[config.mk]
export PLATFORM = sky130hd
export DESIGN_NAME = ps2_host_ctrl_flat
export DESIGN_NICKNAME = d
export VERILOG_FILES = /design/src/rtl/ps2_host_ctrl_if.sv /design/src/rtl/ps2_host_ctrl.sv /design/src/flat_wrapper.sv
export SDC_FILE = /design/constraint.sdc
export NUM_CORES = 1
export LEC_CHECK = 0
export ABC_AREA = 0
export BUFFER_PORTS_ARGS = -buffer_cell sky130_fd_sc_hd__buf_2
export CAP_MARGIN = 5
export CORE_MARGIN = 2
export CORE_UTILIZATION = 55
export CTS_BUF_LIST = sky130_fd_sc_hd__clkbuf_16
export CTS_CLUSTER_DIAMETER = 50
export DETAILED_ROUTE_END_ITERATION = 8
export PLACE_DENSITY = 0.73
export SLEW_MARGIN = 20
export SYNTH_ARGS = -nofsm -noshare
export SYNTH_HDL_FRONTEND = slang
export SYNTH_SLANG_ARGS = --single-unit
[constraint.sdc]
create_clock -name clk -period 2.85 [get_ports clk]
set_clock_uncertainty 0.15 [all_clocks]
set_input_delay 0.7125 -clock clk [delete_from_list [all_inputs] [get_ports clk]]
set_output_delay 0.7125 -clock clk [all_outputs]
set_load 0.05 [all_outputs]
[src/rtl/ps2_host_ctrl_if.sv]
// PS/2 host controller bundle: pad lines, command (TX) handshake and
// scan-code (RX) stream. The controller uses the slave modport; the
// surrounding system (or a bench) uses the master modport.
`timescale 1ns/1ps
interface ps2_host_ctrl_if;
  logic       ps2_clk_i;
  logic       ps2_data_i;
  logic       ps2_clk_oe;
  logic       ps2_data_oe;
  logic       tx_valid;
  logic [7:0] tx_data;
  logic       tx_ready;
  logic       tx_done;
  logic       tx_err;
  logic [7:0] rx_data;
  logic       rx_valid;
  logic       rx_ready;
  logic       rx_err;
  logic       rx_overflow;
  logic       busy;

  modport slave (
    input  ps2_clk_i, ps2_data_i, tx_valid, tx_data, rx_ready,
    output ps2_clk_oe, ps2_data_oe, tx_ready, tx_done, tx_err,
           rx_data, rx_valid, rx_err, rx_overflow, busy
  );

  modport master (
    output ps2_clk_i, ps2_data_i, tx_valid, tx_data, rx_ready,
    input  ps2_clk_oe, ps2_data_oe, tx_ready, tx_done, tx_err,
           rx_data, rx_valid, rx_err, rx_overflow, busy
  );
endinterface

[src/rtl/ps2_host_ctrl.sv]
// PS/2 host controller: receives device frames into an RX FIFO and sends
// host command bytes with the inhibit / request-to-send / ACK sequence.
`timescale 1ns/1ps
module ps2_host_ctrl #(
  parameter int FIFO_DEPTH      = 8,
  parameter int INHIBIT_CYC     = 5000,
  parameter int BIT_TIMEOUT_CYC = 10000,
  parameter int REQ_TIMEOUT_CYC = 750000
) (
  input logic            clk,
  input logic            rst,
  ps2_host_ctrl_if.slave bus
);

  localparam int AW      = (FIFO_DEPTH > 1) ? $clog2(FIFO_DEPTH) : 1;
  localparam int PW      = AW + 1;
  localparam int MAX_A   = (INHIBIT_CYC > BIT_TIMEOUT_CYC) ? INHIBIT_CYC : BIT_TIMEOUT_CYC;
  localparam int MAX_CYC = (MAX_A > REQ_TIMEOUT_CYC) ? MAX_A : REQ_TIMEOUT_CYC;
  localparam int CNT_W   = $clog2(MAX_CYC + 1);

  localparam logic [CNT_W-1:0] INH_LAST = CNT_W'(INHIBIT_CYC - 1);
  localparam logic [CNT_W-1:0] BIT_LAST = CNT_W'(BIT_TIMEOUT_CYC - 1);
  localparam logic [CNT_W-1:0] REQ_LAST = CNT_W'(REQ_TIMEOUT_CYC - 1);
  localparam logic [PW-1:0]    DEPTH_P  = PW'(FIFO_DEPTH);

  typedef enum logic [2:0] {
    IDLE, RX_SHIFT, TX_INHIBIT, TX_REQ, TX_SHIFT, TX_ACK, TX_WAIT_IDLE
  } state_t;

  state_t           state, state_n;
  logic [CNT_W-1:0] cnt, cnt_n;
  logic [3:0]       bit_cnt, bit_n;
  logic [8:0]       shreg, shreg_n;
  logic [8:0]       frame, frame_n;
  logic             clk_oe, clk_oe_n, data_oe, data_oe_n;
  logic             tx_done_r, tx_done_n, tx_err_r, tx_err_n;
  logic             rx_err_r, rx_err_n, rx_ovf_r, rx_ovf_n;
  logic             push, pop, full, empty;
  logic [PW-1:0]    wr_ptr, rd_ptr;
  logic [7:0]       mem [FIFO_DEPTH];
  logic             clk_p0, clk_p1, clk_p2, dat_p0, dat_p1, dat_p2;
  logic             fall, din, lines_high;

  // Odd parity bit for a byte: set when the byte holds an even number of ones.
  function automatic logic odd_parity(input logic [7:0] b);
    return ~^b;
  endfunction

  assign fall       = clk_p2 & ~clk_p1;
  assign din        = dat_p1;
  assign lines_high = clk_p1 & dat_p1;

  assign empty = (wr_ptr == rd_ptr);
  assign full  = ((wr_ptr - rd_ptr) == DEPTH_P);
  assign pop   = ~empty & bus.rx_ready;

  // Next-state and next-output logic for the link state machine.
  always_comb begin
    state_n   = state;
    cnt_n     = cnt + 1'b1;
    bit_n     = bit_cnt;
    shreg_n   = shreg;
    frame_n   = frame;
    clk_oe_n  = clk_oe;
    data_oe_n = data_oe;
    tx_done_n = 1'b0;
    tx_err_n  = 1'b0;
    rx_err_n  = 1'b0;
    rx_ovf_n  = 1'b0;
    push      = 1'b0;
    case (state)
      IDLE: begin
        cnt_n     = '0;
        clk_oe_n  = 1'b0;
        data_oe_n = 1'b0;
        // A command wins over a device start bit seen on the same cycle.
        if (bus.tx_valid) begin
          frame_n  = {odd_parity(bus.tx_data), bus.tx_data};
          clk_oe_n = 1'b1;
          state_n  = TX_INHIBIT;
        end else if (fall && !din) begin
          bit_n   = 4'd1;
          state_n = RX_SHIFT;
        end
      end
      RX_SHIFT: begin
        if (fall) begin
          cnt_n = '0;
          bit_n = bit_cnt + 4'd1;
          if (bit_cnt == 4'd10) begin
            state_n = IDLE;
            // shreg holds {parity, data}; a good frame has odd ones and stop = 1.
            if (din && (^shreg)) begin
              if (full && !pop) rx_ovf_n = 1'b1;
              else              push     = 1'b1;
            end else begin
              rx_err_n = 1'b1;
            end
          end else begin
            shreg_n = {din, shreg[8:1]};
          end
        end else if (cnt == BIT_LAST) begin
          rx_err_n = 1'b1;
          state_n  = IDLE;
        end
      end
      TX_INHIBIT: begin
        if (cnt == INH_LAST) begin
          clk_oe_n  = 1'b0;
          data_oe_n = 1'b1;
          cnt_n     = '0;
          state_n   = TX_REQ;
        end
      end
      TX_REQ: begin
        if (fall) begin
          data_oe_n = ~frame[0];
          bit_n     = 4'd1;
          cnt_n     = '0;
          state_n   = TX_SHIFT;
        end else if (cnt == REQ_LAST) begin
          tx_err_n  = 1'b1;
          clk_oe_n  = 1'b0;
          data_oe_n = 1'b0;
          state_n   = IDLE;
        end
      end
      TX_SHIFT: begin
        if (fall) begin
          cnt_n = '0;
          bit_n = bit_cnt + 4'd1;
          if (bit_cnt == 4'd9) begin
            data_oe_n = 1'b0;
            state_n   = TX_ACK;
          end else begin
            data_oe_n = ~frame[bit_cnt];
          end
        end else if (cnt == BIT_LAST) begin
          tx_err_n  = 1'b1;
          clk_oe_n  = 1'b0;
          data_oe_n = 1'b0;
          state_n   = IDLE;
        end
      end
      TX_ACK: begin
        if (fall) begin
          cnt_n = '0;
          if (din) tx_err_n  = 1'b1;
          else     tx_done_n = 1'b1;
          state_n = TX_WAIT_IDLE;
        end else if (cnt == BIT_LAST) begin
          tx_err_n  = 1'b1;
          clk_oe_n  = 1'b0;
          data_oe_n = 1'b0;
          state_n   = IDLE;
        end
      end
      TX_WAIT_IDLE: begin
        // Expiry here is silent: the ACK result has already been reported.
        if (lines_high || (cnt == BIT_LAST)) state_n = IDLE;
      end
      default: state_n = IDLE;
    endcase
  end

  // Control registers: synchronisers, state, counters, pad enables, pulses, FIFO pointers.
  always_ff @(posedge clk) begin
    if (rst) begin
      clk_p0    <= 1'b1;
      clk_p1    <= 1'b1;
      clk_p2    <= 1'b1;
      dat_p0    <= 1'b1;
      dat_p1    <= 1'b1;
      dat_p2    <= 1'b1;
      state     <= IDLE;
      cnt       <= '0;
      bit_cnt   <= '0;
      clk_oe    <= 1'b0;
      data_oe   <= 1'b0;
      tx_done_r <= 1'b0;
      tx_err_r  <= 1'b0;
      rx_err_r  <= 1'b0;
      rx_ovf_r  <= 1'b0;
      wr_ptr    <= '0;
      rd_ptr    <= '0;
    end else begin
      clk_p0    <= bus.ps2_clk_i;
      clk_p1    <= clk_p0;
      clk_p2    <= clk_p1;
      dat_p0    <= bus.ps2_data_i;
      dat_p1    <= dat_p0;
      dat_p2    <= dat_p1;
      state     <= state_n;
      cnt       <= cnt_n;
      bit_cnt   <= bit_n;
      clk_oe    <= clk_oe_n;
      data_oe   <= data_oe_n;
      tx_done_r <= tx_done_n;
      tx_err_r  <= tx_err_n;
      rx_err_r  <= rx_err_n;
      rx_ovf_r  <= rx_ovf_n;
      if (push) wr_ptr <= wr_ptr + 1'b1;
      if (pop)  rd_ptr <= rd_ptr + 1'b1;
    end
  end

  // Datapath registers: shift/frame holders and FIFO storage carry no reset.
  always_ff @(posedge clk) begin
    shreg <= shreg_n;
    frame <= frame_n;
    if (push) mem[wr_ptr[AW-1:0]] <= shreg[7:0];
  end

  assign bus.ps2_clk_oe  = clk_oe;
  assign bus.ps2_data_oe = data_oe;
  assign bus.tx_ready    = (state == IDLE) & ~rst;
  assign bus.tx_done     = tx_done_r;
  assign bus.tx_err      = tx_err_r;
  assign bus.rx_data     = mem[rd_ptr[AW-1:0]];
  assign bus.rx_valid    = ~empty;
  assign bus.rx_err      = rx_err_r;
  assign bus.rx_overflow = rx_ovf_r;
  assign bus.busy        = (state != IDLE);

endmodule
[src/flat_wrapper.sv]
// flat-port wrapper written by rule: the top's interface ports become plain ports
module ps2_host_ctrl_flat 
#(
  parameter int FIFO_DEPTH      = 8,
  parameter int INHIBIT_CYC     = 5000,
  parameter int BIT_TIMEOUT_CYC = 10000,
  parameter int REQ_TIMEOUT_CYC = 750000
)
  (clk, rst, bus_ps2_clk_i, bus_ps2_data_i, bus_tx_valid, bus_tx_data, bus_rx_ready, bus_ps2_clk_oe, bus_ps2_data_oe, bus_tx_ready, bus_tx_done, bus_tx_err, bus_rx_data, bus_rx_valid, bus_rx_err, bus_rx_overflow, bus_busy);
  ps2_host_ctrl_if bus_i ();
  input logic clk;
  input logic rst;
  input wire logic [$bits(bus_i.ps2_clk_i)-1:0] bus_ps2_clk_i;
  input wire logic [$bits(bus_i.ps2_data_i)-1:0] bus_ps2_data_i;
  input wire logic [$bits(bus_i.tx_valid)-1:0] bus_tx_valid;
  input wire logic [$bits(bus_i.tx_data)-1:0] bus_tx_data;
  input wire logic [$bits(bus_i.rx_ready)-1:0] bus_rx_ready;
  output wire logic [$bits(bus_i.ps2_clk_oe)-1:0] bus_ps2_clk_oe;
  output wire logic [$bits(bus_i.ps2_data_oe)-1:0] bus_ps2_data_oe;
  output wire logic [$bits(bus_i.tx_ready)-1:0] bus_tx_ready;
  output wire logic [$bits(bus_i.tx_done)-1:0] bus_tx_done;
  output wire logic [$bits(bus_i.tx_err)-1:0] bus_tx_err;
  output wire logic [$bits(bus_i.rx_data)-1:0] bus_rx_data;
  output wire logic [$bits(bus_i.rx_valid)-1:0] bus_rx_valid;
  output wire logic [$bits(bus_i.rx_err)-1:0] bus_rx_err;
  output wire logic [$bits(bus_i.rx_overflow)-1:0] bus_rx_overflow;
  output wire logic [$bits(bus_i.busy)-1:0] bus_busy;
  assign bus_i.ps2_clk_i = bus_ps2_clk_i;
  assign bus_i.ps2_data_i = bus_ps2_data_i;
  assign bus_i.tx_valid = bus_tx_valid;
  assign bus_i.tx_data = bus_tx_data;
  assign bus_i.rx_ready = bus_rx_ready;
  assign bus_ps2_clk_oe = bus_i.ps2_clk_oe;
  assign bus_ps2_data_oe = bus_i.ps2_data_oe;
  assign bus_tx_ready = bus_i.tx_ready;
  assign bus_tx_done = bus_i.tx_done;
  assign bus_tx_err = bus_i.tx_err;
  assign bus_rx_data = bus_i.rx_data;
  assign bus_rx_valid = bus_i.rx_valid;
  assign bus_rx_err = bus_i.rx_err;
  assign bus_rx_overflow = bus_i.rx_overflow;
  assign bus_busy = bus_i.busy;
  ps2_host_ctrl #(.FIFO_DEPTH(FIFO_DEPTH), .INHIBIT_CYC(INHIBIT_CYC), .BIT_TIMEOUT_CYC(BIT_TIMEOUT_CYC), .REQ_TIMEOUT_CYC(REQ_TIMEOUT_CYC)) u_core (.clk(clk), .rst(rst), .bus(bus_i));
endmodule
# After elaboration in Yosys (flattened, before gate mapping)

Memories as Yosys holds them, arrays and structs flattened. A register that Yosys moved wholly into a read port is not among the register bits.
Index checks and enable logic that the tools add are counted.
Widths: inputs -> output; s select.

Memory bits (writable): 64
Memories: 1
Word-level logic and storage cells: 150
Register bits after elaboration: 64
Bits of input ports: 14

Memories:

| memory     | depth | bits a word | read ports | clocked after Yosys merged registers in | write ports | line                | RTL |
|---|---|---|---|---|---|---|---|
| u_core.mem | 8     | 8           | 1          | 1                                       | 1           | ps2_host_ctrl.sv:40 | `logic [7:0] mem [FIFO_DEPTH];` |

Mux-type cells: 58
Reductions and logical operators: 25
Equal/unequal tests: 28
Add/sub/neg operators: 5
$lt $le $gt $ge: 1
Bitwise operators: 14

Operator list:

| operator              | count |
|---|---|
| $pmux 20 s3           | 1 |
| $mux 3                | 14 |
| $mux 20               | 2 |
| $mux 1                | 31 |
| $pmux 3 s7            | 1 |
| $add 20x1->20 const B | 1 |
| $eq 20x13->1 const B  | 1 |
| $eq 20x14->1 const B  | 1 |
| $eq 20x20->1 const B  | 1 |
| $mux 4                | 4 |
| $ne 2x1->1 const B    | 7 |
| $add 4x1->4 const B   | 3 |
| $eq 4x4->1 const B    | 3 |
| $pmux 4 s3            | 1 |
| $reduce_and 6->1      | 2 |
| $not 1->1             | 10 |
| $eq 3x3->1 const B    | 3 |
| $reduce_xor 9->1      | 1 |
| $ne 2x2->1 const B    | 4 |
| $reduce_xnor 8->1     | 1 |
| $eq 3x2->1 const B    | 2 |
| $ne 3x3->1 const B    | 2 |
| $reduce_bool 3->1     | 2 |
| $reduce_or 2->1       | 3 |
| other kinds (24)      | 30 |

# Logic depth before layout (Yosys ltp)

Gate-level depths: netlist of run 1.

Depth in word-level cells: 12
Mapped depth: 8
Gate-level depth less buffers: 8

# Least setup slack after synthesis of run 1

Ideal clock, no wire load.

Path type: reg2reg
Start: register u_core.shreg[2]
End: memory u_core.mem[0][0] (enable)
Path slack: -0.213 ns
Clock period less this slack: 3.063 ns
Data arrival time: 2.519 ns
Library setup time: 0.395 ns
Stages on the path, launching flop included: 8
Cell sequence: edfxtp_1 xor2_1 xnor3_1 xor2_1 and3_1 buf_2 nand2_1 nor4_1

Word-level cells in the longest chain between the ends: 8

RTL lines:

| what                         | line                 | RTL |
|---|---|---|
| start: declaration           | ps2_host_ctrl.sv:33  | `logic [8:0] shreg, shreg_n;` |
| start signal: assignment     | ps2_host_ctrl.sv:209 | `shreg <= shreg_n;` |
| $reduce_xor 9->1             | ps2_host_ctrl.sv:93  | `if (din && (^shreg)) begin` |
| $logic_and 1x1->1            | ps2_host_ctrl.sv:93  |  |
| $mux 1                       | ps2_host_ctrl.sv:93  |  |
| $mux 1                       | ps2_host_ctrl.sv:90  | `if (bit_cnt == 4'd10) begin` |
| $mux 1                       | ps2_host_ctrl.sv:87  | `if (fall) begin` |
| $mux 1                       | ps2_host_ctrl.sv:71  | `case (state)` |
| $mux 1                       | ps2_host_ctrl.sv:211 | `if (push) mem[wr_ptr[AW-1:0]] <= shreg[7:0];` |
| $mux 1 (implied by the code) | ps2_host_ctrl.sv:211 |  |
| end: declaration             | ps2_host_ctrl.sv:40  |  |

Every way passes these cells.

==> summary.txt, run 1 <==
Outcome
  • Outcome: finished clean

Hold path
  • Hold/Removal Path Class: reg2reg
  • Hold depth: 1

Pwr
  • Net Switching: 1.24 mW
  • Power Density: 707 nW/um2
  • Leak: 2.39 nW
  • Gate power share: 11.4%
  • Switching Share: 25.4%
  • Clock power frac: 44.9%
  • Sequential Power Share: 43.7%
  • Internal power: 3.66 mW
  • Maximum VDD drop: 673 uV

Setup path
  • Critical path depth: 4
  • Buf/Inv on CP: 2
  • CP max stage cell: mux4_2
  • WP data arrival: 1.95 ns
  • Crit-path max FO: 8
  • Max stage delay on crit path: 0.55 ns
  • Critical path endpoint category: output pin
  • Delay-heaviest family, CP: multiplexers
  • WS Path Type: reg2out
  • Crit path required time: 1.99 ns
  • Critical path launch point type: flop
  • Critical path cell sequence: buf_12, mux4_2, mux2_4, buf_6
  • Reg2reg setup slack: 0.23 ns
  • R2R cell count: 7

Floorplanning
  • Floorplan row count: 37
  • Starting Density: 56.5%
  • Die Area: 11400 um2
  • Die Span Y: 107 um
  • IO Count: 31
  • Die width: 107 um
  • Core area: 10300 um2

Global routing
  • Initial antenna violation count: 0
  • GR Overflow Total: 0
  • Largest net degree at the start of global routing: 25
  • GRT Total Usage: 22.6%
  • First-pass GRT wire length: 19200 um
  • Vias in the first global route: 3857

Final layout
  • Share of post-route cells with drive strength above 1: 24.7%
  • Util after Layout: 67.5%
  • Layout area overhead: 19.3%
  • Ant. Diodes: 0
  • Final #Nets: 536

Route
  • Residual DRC: 0
  • Via count: 3905
  • DRT Pass-1 Iters: 4
  • WL/cell: 17.8 um
  • Vias per cell: 5.90
  • Final ANT Viol Nets: 0
  • Total wire length: 11800 um
  • DRT iter0 DRCs: 164

Timing
  • Slew headroom: 62.3%
  • Fin crit share: 98.8%
  • Worst-Margin Slew: 0.561 ns
  • Slew Limit Fails: 0
  • Hold_ws: 0.260 ns
  • Final Hold Fails: 0
  • Setup violators final: 0
  • RSZ-0062 raised after global routing: true
  • Fin crit period: 2.82 ns
  • FMAX: 355 MHz

Synth
  • Count leader, synth: edfxtp_1
  • Post-synth top flop: edfxtp_1
  • Asr flop ratio synth: 0%
  • Cell taking the most area after synthesis: edfxtp_1
  • Mapped Nets: 484
  • Post-synth top cells: edfxtp_1 (82), dfxtp_1 (49), nor2_1 (49)
  • Cell count after synthesis: 461
  • Number of synthesized register bits: 131
  • Synthesized area: 5810 um2
  • EDFF count, synth: 82
  • Syn_area_per_cell: 12.6 um2
  • Synth unique cells: 54
  • Post-synthesis sequential area ratio: 59.2%
  • Synth area leaders: edfxtp_1 (42%), dfxtp_1 (17%), mux4_2 (6.6%)
  • Yosys warns: 0
  • Yosys top cell area share: 42.4%

Clock tree
  • Skew-Pair Late Insertion Delay: 0.41 ns
  • Clk slew on worst S/H paths: 0.06 ns
  • CTS hold repair buffers: 0
  • Sink Count: 131
  • Root Buffer: clkbuf_16
  • Total CTS buffers: 17
  • TritonCTS clock tree: yes
  • Max Buffers Root-to-Sink: 2
  • CTS H-Tree Depth: 4

Placement
  • PortBufs: 30
  • Gpl congestion: 0.866
  • Dpl hpwl: 8010 um

Run
  • Max_cap viols: 0
-- logic make-up (layout without fill, tap and decap cells) --
kind of cell	after synthesis	in the layout	synth area share [%]
and+or+nand+nor	164	164	15.4
DFF	131	131	59.2
AOI/OAI and AO/OA	54	54	6.05
xor gates and xnor gates	39	39	6.11
buffers and inverters	35	100	2.39
muxes	29	29	8.85
adders and majority gates	9	9	1.94
-- final timing paths --
check	startpoint	endpoint
max	flop	bus_rx_data[1]
min	u_core.clk_p0$_SDFF_PP1_	u_core.clk_p1$_SDFF_PP1_
max reg2reg	u_core.shreg[2]$_DFFE_PP_	u_core.mem[1][1]$_DFFE_PP_
min reg2reg	u_core.clk_p0$_SDFF_PP1_	u_core.clk_p1$_SDFF_PP1_
-- power by group through the flow --
stage,sequential (mW),combinational (mW),clock [mW]
after floorplan,2.17,0.423,0
after global placement,2.18,0.547,0
after detailed placement,2.18,0.555,0
after CTS,2.14,0.560,2.23
after global routing,2.15,0.621,2.32
final,2.14,0.561,2.20
-- metrics by stage --
stage | worst slack (ns) | instances | total power, mW | setup TNS, ns | area [um2]
after floorplan | -0.0298 | 461 | 2.59 | -0.715 | 5820
after global placement | 0.219 | 629 | 2.73 | 0 | 6250
after detailed placement | 0.146 | 629 | 2.74 | 0 | 6250
after CTS | 0.00179 | 662 | 4.93 | 0 | 6920
after global routing | -0.00722 | 662 | 5.09 | -0.00977 | 6930
final | 0.0335 | 662 | 4.90 | 0 | 6930
-- cells in the final DEF (no fill, tap or decap), types with 13 or more instances in the layout --
| cell | instances |
|---|---|
| edfxtp_1 | 82 |
| nor2_1 | 49 |
| dfxtp_1 | 47 |
| buf_4 | 26 |
| nand2_1 | 22 |
| xnor2_1 | 22 |
| buf_2 | 22 |
| mux4_2 | 17 |
| clkbuf_16 | 17 |
| xor2_1 | 16 |
| o21ai_0 | 15 |
| nor3_1 | 15 |
| a21oi_1 | 15 |
| inv_1 | 13 |
| nand3_1 | 13 |
| nand4_1 | 13 |
-- flip-flops by register name (all words and copies together), names as in the netlist, named ones only --
name                    flops
u_core.bus.tx_done          1
u_core.bus.ps2_clk_oe       1
u_core.clk_p2               1
u_core.wr_ptr               4
u_core.bus.ps2_data_oe      1
u_core.clk_p1               1
u_core.bit_cnt              4
u_core.cnt                 20
u_core.dat_p0               1
u_core.bus.rx_err           1
u_core.dat_p1               1
u_core.state                3
u_core.shreg                9
u_core.bus.tx_err           1
u_core.frame                9
u_core.bus.rx_overflow      1
u_core.mem                 64
u_core.clk_p0               1
u_core.rd_ptr               4
-- worst reg2reg max path, stage by stage, from the launching register on --
cell and delay [ns]:
edfxtp_1 0.42, xor2_1 0.18, xnor3_1 0.45, xor2_1 0.25
and3_1 0.32, nand2_1 0.15, nor3_1 0.21, buf_4 0.20
-- what timing repair did --
action / CTS / global route
cloned: 1 / 0
setup endpoints to repair: 7 / 59
setup buffers: 0 / 0
resized for setup: 15 / 5
pin swaps: 0 / 0
-- per-layer routing --
metal	global-route usage, %	routed length, um	vias up
li1	-	-	1839
met1	27.2	4790	1908
met2	39.1	6150	131
met3	5.11	565	27
met4	9.28	267	0
met5	0	0	-
-- cell type report --
cell class                      count  area (um2)
Sequential cell                   131        3450
Fill cell                         768        3340
Multi-Input combinational cell    295        2250
Clock buffer                       17         425
Timing Repair Buffer               55         409
Clock inverter                     15         181
Tap cell                          136         170
Inverter                           13        48.8
No activity file was read; power rests on OpenSTA's default activity.
==> run 2: changes to the inputs <==
--- a/config.mk
+++ b/config.mk
@@ -8,12 +8,14 @@
 export ABC_AREA = 0
 export BUFFER_PORTS_ARGS = -buffer_cell sky130_fd_sc_hd__buf_2
 export CAP_MARGIN = 5
+export CELL_PAD_IN_SITES_DETAIL_PLACEMENT = 0
+export CELL_PAD_IN_SITES_GLOBAL_PLACEMENT = 2
 export CORE_MARGIN = 2
-export CORE_UTILIZATION = 55
+export CORE_UTILIZATION = 38
 export CTS_BUF_LIST = sky130_fd_sc_hd__clkbuf_16
 export CTS_CLUSTER_DIAMETER = 50
 export DETAILED_ROUTE_END_ITERATION = 8
-export PLACE_DENSITY = 0.73
+export PLACE_DENSITY = 0.72
 export SLEW_MARGIN = 20
 export SYNTH_ARGS = -nofsm -noshare
 export SYNTH_HDL_FRONTEND = slang
==> summary.txt, run 2 (synthesized netlist as in run 1, its figures left out) <==
Floorplanning
  • Die width: 128 um (+20%)
  • Floorplan row count: 45 (+22%)
  • Core area: 15100 um2 (+47%)
  • Starting Density: 38.5% (-18 points)
  • Die Span Y: 128 um (+20%)
  • IO Count: 31 (unchanged)
  • Die Area: 16300 um2 (+43%)

Clock tree
  • CTS hold repair buffers: 0 (unchanged)
  • Postcts setup bufs: 0 (unchanged)
  • Root Buffer: clkbuf_16
  • Sink Count: 131 (unchanged)
  • CTS H-Tree Depth: 4 (unchanged)
  • TritonCTS clock tree: yes
  • Clk slew on worst S/H paths: 0.06 ns (about the same)
  • Skew-Pair Late Insertion Delay: 0.42 ns (about the same)
  • Max Buffers Root-to-Sink: 2 (unchanged)
  • Total CTS buffers: 17 (unchanged)

Setup path
  • WS Path Type: reg2out
  • Critical path launch point type: flop
  • Worst flop-to-flop path endpoint: u_core.mem[1][0]$_DFFE_PP_
  • Critical path endpoint category: output pin
  • Buf/Inv on CP: 2 (unchanged)
  • R2R Path Start: u_core.shreg[2]$_DFFE_PP_
  • CP max stage cell: mux4_2
  • Crit-path max FO: 8 (unchanged)
  • Max stage delay on crit path: 0.55 ns (about the same)
  • R2R cell count: 7 (unchanged)
  • Reg2reg setup slack: 0.20 ns (-0.03 ns)
  • Crit path required time: 1.99 ns (about the same)
  • Critical path cell sequence: buf_12, mux4_2, mux2_4, buf_6
  • WP data arrival: 1.96 ns (about the same)
  • Delay-heaviest family, CP: multiplexers

Final layout
  • Final #Nets: 538 (+0.37%)
  • Most common cell after layout, fill and taps aside: edfxtp_1
  • Share of post-route cells with drive strength above 1: 24.4% (-0.28 points)
  • Util after Layout: 46.4% (-21 points)
  • Most frequent cells in the layout: edfxtp_1 (82), nor2_1 (49), dfxtp_1 (48)
  • Layout area overhead: 20.4%
  • Max reg flops: 64 (unchanged)
  • Ant. Diodes: 0 (unchanged)

Hold path
  • Hold Startpoint: u_core.clk_p0$_SDFF_PP1_
  • Hold depth: 1 (unchanged)
  • Hold endpoint: u_core.clk_p1$_SDFF_PP1_
  • Hold/Removal Path Class: reg2reg

Timing
  • Final Hold Fails: 0 (unchanged)
  • Worst-Margin Slew: 0.555 ns (-0.00561 ns)
  • Fin crit period: 2.83 ns (+0.0101 ns)
  • Setup violators final: 0 (unchanged)
  • Final setup margin: 0.0234 ns (-0.0101 ns)
  • Slew headroom: 62.8% (+0.52 points)
  • FMAX: 354 MHz (-0.36%)
  • RSZ-0062 raised after global routing: true
  • Slew Limit Fails: 0 (unchanged)
  • Fin crit share: 99.2% (+0.35 points)

Route
  • Residual DRC: 0 (unchanged)
  • DRT iter0 DRCs: 199 (+21%)
  • WL/cell: 17.2 um (-3.2%)
  • Total wire length: 12300 um (+4.7%)
  • DRT Pass-1 Iters: 6 (+2)
  • Via count: 3763 (-3.6%)
  • Vias per cell: 5.26 (-11%)
  • Final ANT Viol Nets: 0 (unchanged)

Global routing
  • First-pass GRT wire length: 19900 um (+3.6%)
  • GRT Total Usage: 16.3% (-6.3 points)
  • Largest net degree at the start of global routing: 25 (unchanged)
  • GR Overflow Total: 0 (unchanged)
  • Initial antenna violation count: 0 (unchanged)
  • Vias in the first global route: 3753 (-2.7%)

Placement
  • Gpl congestion: 0.784 (-9.5%)
  • Post-Place Setup Slack: 0.246 ns (+0.100 ns)
  • PortBufs: 30 (unchanged)
  • Dpl hpwl: 8550 um (+6.7%)

Outcome
  • Outcome: finished clean

Pwr
  • Maximum VDD drop: 447 uV (-34%)
  • Power Density: 691 nW/um2 (-2.3%)
  • Leak: 2.42 nW (+1.0%)

Run
  • Max_cap viols: 0 (unchanged)
==> run 2: cell types whose count changed in the layout (fill, tap and decap cells not counted), sizes merged <==
| cell | before | now |
|---|---|---|
| buf | 55 | 57 |
| clkinvlp | 4 | 1 |
| bufinv | 3 | 2 |
| inv | 16 | 20 |
==> run 2: metal layers <==
layer | vias up | GRT usage, % | share of wire [%]
li1 | 1834 | - | -
met1 | 1856 | 19.7 | 45
met2 | 59 | 27.9 | 51
met3 | 14 | 4.17 | 3.4
met4 | 0 | 6.40 | 1.5
met5 | - | 0 | 0
==> run 2: how the worst max path moves through the flow <==
stage,depth (start not counted),to
after floorplan,7,u_core.mem[1][0]$_DFFE_PP_
after global placement,7,u_core.wr_ptr[3]$_SDFFE_PP0P_
after detailed placement,7,u_core.mem[1][6]$_DFFE_PP_
after CTS,4,bus_rx_data[1]
after global routing,4,bus_rx_data[1]
final,4,bus_rx_data[1]
==> run 2: stage by stage <==
step                std cells  power (mW)  area, um2  TNS (ns)  hold slack (ns)
CTS                       716        4.89       7000   -0.0240            0.266
detailed placement        683        2.76       6330         0            0.250
floorplan                 461        2.59       5820    -0.715            0.239
global placement          683        2.76       6330         0            0.246
global route              716        5.03       7000   -0.0171            0.273
finish                    716        4.84       7000         0            0.264
==> run 2: report_power, final <==
group | switching (mW) | internal, mW | total [mW]
registers | 0.0723 | 2.08 | 2.15
logic | 0.360 | 0.197 | 0.558
clock network | 0.830 | 1.29 | 2.12
==> run 2: layout make-up <==
cell class	instances	area (um2)
inverter	13	48.8
tap	188	235
timing repair buffer	57	432
sequential	131	3450
clock buffer	17	425
clock inverter	15	155
fill	1389	8090
multi-input combinational	295	2260
==> run 2: repair_timing <==
| item | CTS | global route |
|---|---|---|
| endpoints found under the hold margin | 0 | 0 |
| endpoints found under the setup margin | 7 | 1 |
| gates resized for setup | 21 | 1 |
| gates cloned | 1 | 0 |
==> run 3: changes to the inputs <==
--- a/config.mk
+++ b/config.mk
@@ -5,17 +5,17 @@
 export SDC_FILE = /design/constraint.sdc
 export NUM_CORES = 1
 export LEC_CHECK = 0
-export ABC_AREA = 0
+export ABC_AREA = 1
 export BUFFER_PORTS_ARGS = -buffer_cell sky130_fd_sc_hd__buf_2
 export CAP_MARGIN = 5
 export CELL_PAD_IN_SITES_DETAIL_PLACEMENT = 0
-export CELL_PAD_IN_SITES_GLOBAL_PLACEMENT = 2
+export CELL_PAD_IN_SITES_GLOBAL_PLACEMENT = 1
 export CORE_MARGIN = 2
-export CORE_UTILIZATION = 38
+export CORE_UTILIZATION = 43
 export CTS_BUF_LIST = sky130_fd_sc_hd__clkbuf_16
 export CTS_CLUSTER_DIAMETER = 50
 export DETAILED_ROUTE_END_ITERATION = 8
-export PLACE_DENSITY = 0.72
+export PLACE_DENSITY = 0.73
 export SLEW_MARGIN = 20
 export SYNTH_ARGS = -nofsm -noshare
 export SYNTH_HDL_FRONTEND = slang
==> summary.txt, run 3 <==
Outcome
  • Outcome: finished clean

Clock tree
  • Sink Count: 131 (unchanged)
  • Skew-Pair Late Insertion Delay: 0.42 ns (about the same)
  • Max Buffers Root-to-Sink: 2 (unchanged)
  • Total CTS buffers: 17 (unchanged)
  • TritonCTS clock tree: yes
  • Root Buffer: clkbuf_16
  • CTS hold repair buffers: 0 (unchanged)
  • Clk slew on worst S/H paths: 0.06 ns (about the same)
  • CTS H-Tree Depth: 4 (unchanged)

Global routing
  • Vias in the first global route: 4452 (+19%)
  • GR Overflow Total: 0 (unchanged)
  • GRT Total Usage: 18.9% (+2.6 points)
  • Largest net degree at the start of global routing: 27 (+8.0%)
  • First-pass GRT wire length: 21700 um (+9.0%)
  • Initial antenna violation count: 0 (unchanged)

Route
  • Total wire length: 12700 um (+3.3%)
  • Residual DRC: 0 (unchanged)
  • Vias per cell: 4.95 (-5.9%)
  • Via count: 4512 (+20%)
  • WL/cell: 14.0 um (-19%)
  • Final ANT Viol Nets: 0 (unchanged)
  • DRT Pass-1 Iters: 5 (-1)
  • DRT iter0 DRCs: 323 (+62%)

Pwr
  • Leak: 2.86 nW (+18%)
  • Maximum VDD drop: 549 uV (+23%)
  • Power Density: 721 nW/um2 (+4.4%)

Timing
  • Fin crit period: 2.72 ns (-0.106 ns)
  • Slew Limit Fails: 0 (unchanged)
  • Final Hold Fails: 0 (unchanged)
  • Setup TNS Final: 0 ns (unchanged)
  • Hold_ws: 0.256 ns (-0.00798 ns)
  • Worst-Margin Slew: 0.498 ns (-0.0573 ns)
  • Setup violators final: 0 (unchanged)
  • Slew headroom: 66.8% (+4.0 points)
  • FMAX: 368 MHz (+3.9%)
  • Fin crit share: 95.5% (-3.7 points)
  • Final setup margin: 0.129 ns (+0.106 ns)
  • RSZ-0062 raised after global routing: false

Final layout
  • Share of post-route cells with drive strength above 1: 18.2% (-6.3 points)
  • Most common cell after layout, fill and taps aside: nor2_1
  • Layout area overhead: 18.2%
  • Max reg flops: 64 (unchanged)
  • Final #Nets: 743 (+38%)
  • Filler instances: 1266 (-8.9%)
  • Ant. Diodes: 0 (unchanged)
  • Most frequent cells in the layout: nor2_1 (131), nand2_1 (98), edfxtp_1 (82)

Synth
  • Syn_area_per_cell: 9.14 um2 (-27%)
  • Asr flop ratio synth: 0% (unchanged)
  • Synth unique cells: 42 (-22%)
  • Mapped Nets: 684 (+41%)
  • Cell taking the most area after synthesis: edfxtp_1
  • Cell count after synthesis: 661 (+43%)
  • Post-synth top cells: nor2_1 (131), nand2_1 (98), edfxtp_1 (82)
  • Yosys warns: 0 (unchanged)
  • Post-synthesis sequential area ratio: 57.0% (-2.3 points)
  • Yosys top cell area share: 40.8% (-1.6 points)
  • Post-synth top flop: edfxtp_1
  • Count leader, synth: nor2_1
  • Number of synthesized register bits: 131 (unchanged)
  • Synthesized area: 6040 um2 (+4.0%)
  • EDFF count, synth: 82 (unchanged)
  • Synth area leaders: edfxtp_1 (41%), dfxtp_1 (16%), nor2_1 (8.1%)

Placement
  • Dpl hpwl: 9130 um (+6.8%)
  • Post-Place Setup Slack: 0.291 ns (+0.0453 ns)
  • PortBufs: 30 (unchanged)
  • Gpl congestion: 0.856 (+9.2%)

Floorplanning
  • Starting Density: 43.7% (+5.2 points)
  • Die Span Y: 123 um (-4.0%)
  • IO Count: 31 (unchanged)
  • Core area: 13800 um2 (-8.4%)
  • Die Area: 15000 um2 (-7.9%)
  • Die width: 123 um (-4.0%)
  • Floorplan row count: 43 (-4.4%)

Run
  • Max_cap viols: 0 (unchanged)

Hold path
  • Hold/Removal Path Class: reg2reg

Setup path
  • Crit-path max FO: 26 (+18)
  • WP data arrival: 1.86 ns (-0.10 ns)
  • Crit path required time: 1.99 ns (about the same)
  • Critical path endpoint category: output pin
  • Reg2reg setup slack: 0.35 ns (+0.15 ns)
  • WS Path Type: reg2out
  • Critical path launch point type: flop
## run 3: changes by cell type after synthesis, moves of 10 or more
cell     before  now
inv_1        13   70
mux4_2       17    0
nand2_1      22   98
nand2_2       0   13
nor2_1       49  131
o21ai_0      15   46
xnor2_1      22    7
xor2_1       16    6
## run 3: through the flow
| step | power, mW | utilization (%) | area [um2] | instances |
|---|---|---|---|---|
| 2_1_floorplan | 2.85 | - | 6040 | 661 |
| 3_3_place_gp | 3.05 | 47.2 | 6530 | 879 |
| 3_5_place_dp | 3.06 | 47.2 | 6530 | 879 |
| 4_1_cts | 5.20 | 51.5 | 7130 | 912 |
| 5_1_grt | 5.40 | 51.7 | 7140 | 912 |
| 6_report | 5.15 | 51.7 | 7140 | 912 |
## run 3: worst paths after layout
check | from | endpoint | cells after the start
worst max register to register | u_core.shreg[0]$_DFFE_PP_ | u_core.mem[3][0]$_DFFE_PP_ | 14
worst min-delay path | u_core.clk_p0$_SDFF_PP1_ | u_core.clk_p1$_SDFF_PP1_ | 1
worst min register to register | u_core.clk_p0$_SDFF_PP1_ | u_core.clk_p1$_SDFF_PP1_ | 1
worst max-delay path | flop | bus_rx_data[1] | 6
## run 3: repair_timing
item | CTS | global route
pin swaps | 0 | 0
setup buffers | 2 | 0
endpoints found under the setup margin | 8 | 8
gates resized for setup | 3 | 7
## run 3: metal layers
layer  track usage (%)  up-vias  part of all wire, %
met3              4.79       18                  3.5
li1                  -     2338                    -
met2              31.7       96                   50
met4              8.05        0                  2.2
met1              23.0     2060                   45
met5                 0        -                    0
## run 3: cells by family after synthesis
logic type      share of synthesized area [%]
fa+ha+maj                                1.86
compound gates                           8.53
buf+inv                                  5.67
flops                                    57.0
xor+xnor                                 1.88
simple gates                             25.1
## run 3: area by class of cell
class	instances	area (um2)	share of cell area, %
inverter	77	293	4.10
clock buffer	17	425	5.96
tap	180	225	3.15
multi-input combinational	441	2260	31.6
sequential	131	3440	48.2
clock inverter	14	153	2.14
timing repair buffer	52	345	4.84
## run 3: worst max-delay path, stage by stage, from the launching register on
cell,delay (ns)
dfxtp_1,0.40
buf_8,0.22
o21ai_0,0.11
o22ai_1,0.16
nor2_1,0.07
a31oi_1,0.19
buf_2,0.30
## run 3: power by group
part           switching [mW]  internal [mW]  total (mW)
Sequential             0.0800           2.09        2.17
Clock                   0.829           1.29        2.12
Combinational           0.596          0.264       0.859
Total                    1.51           3.65        5.15
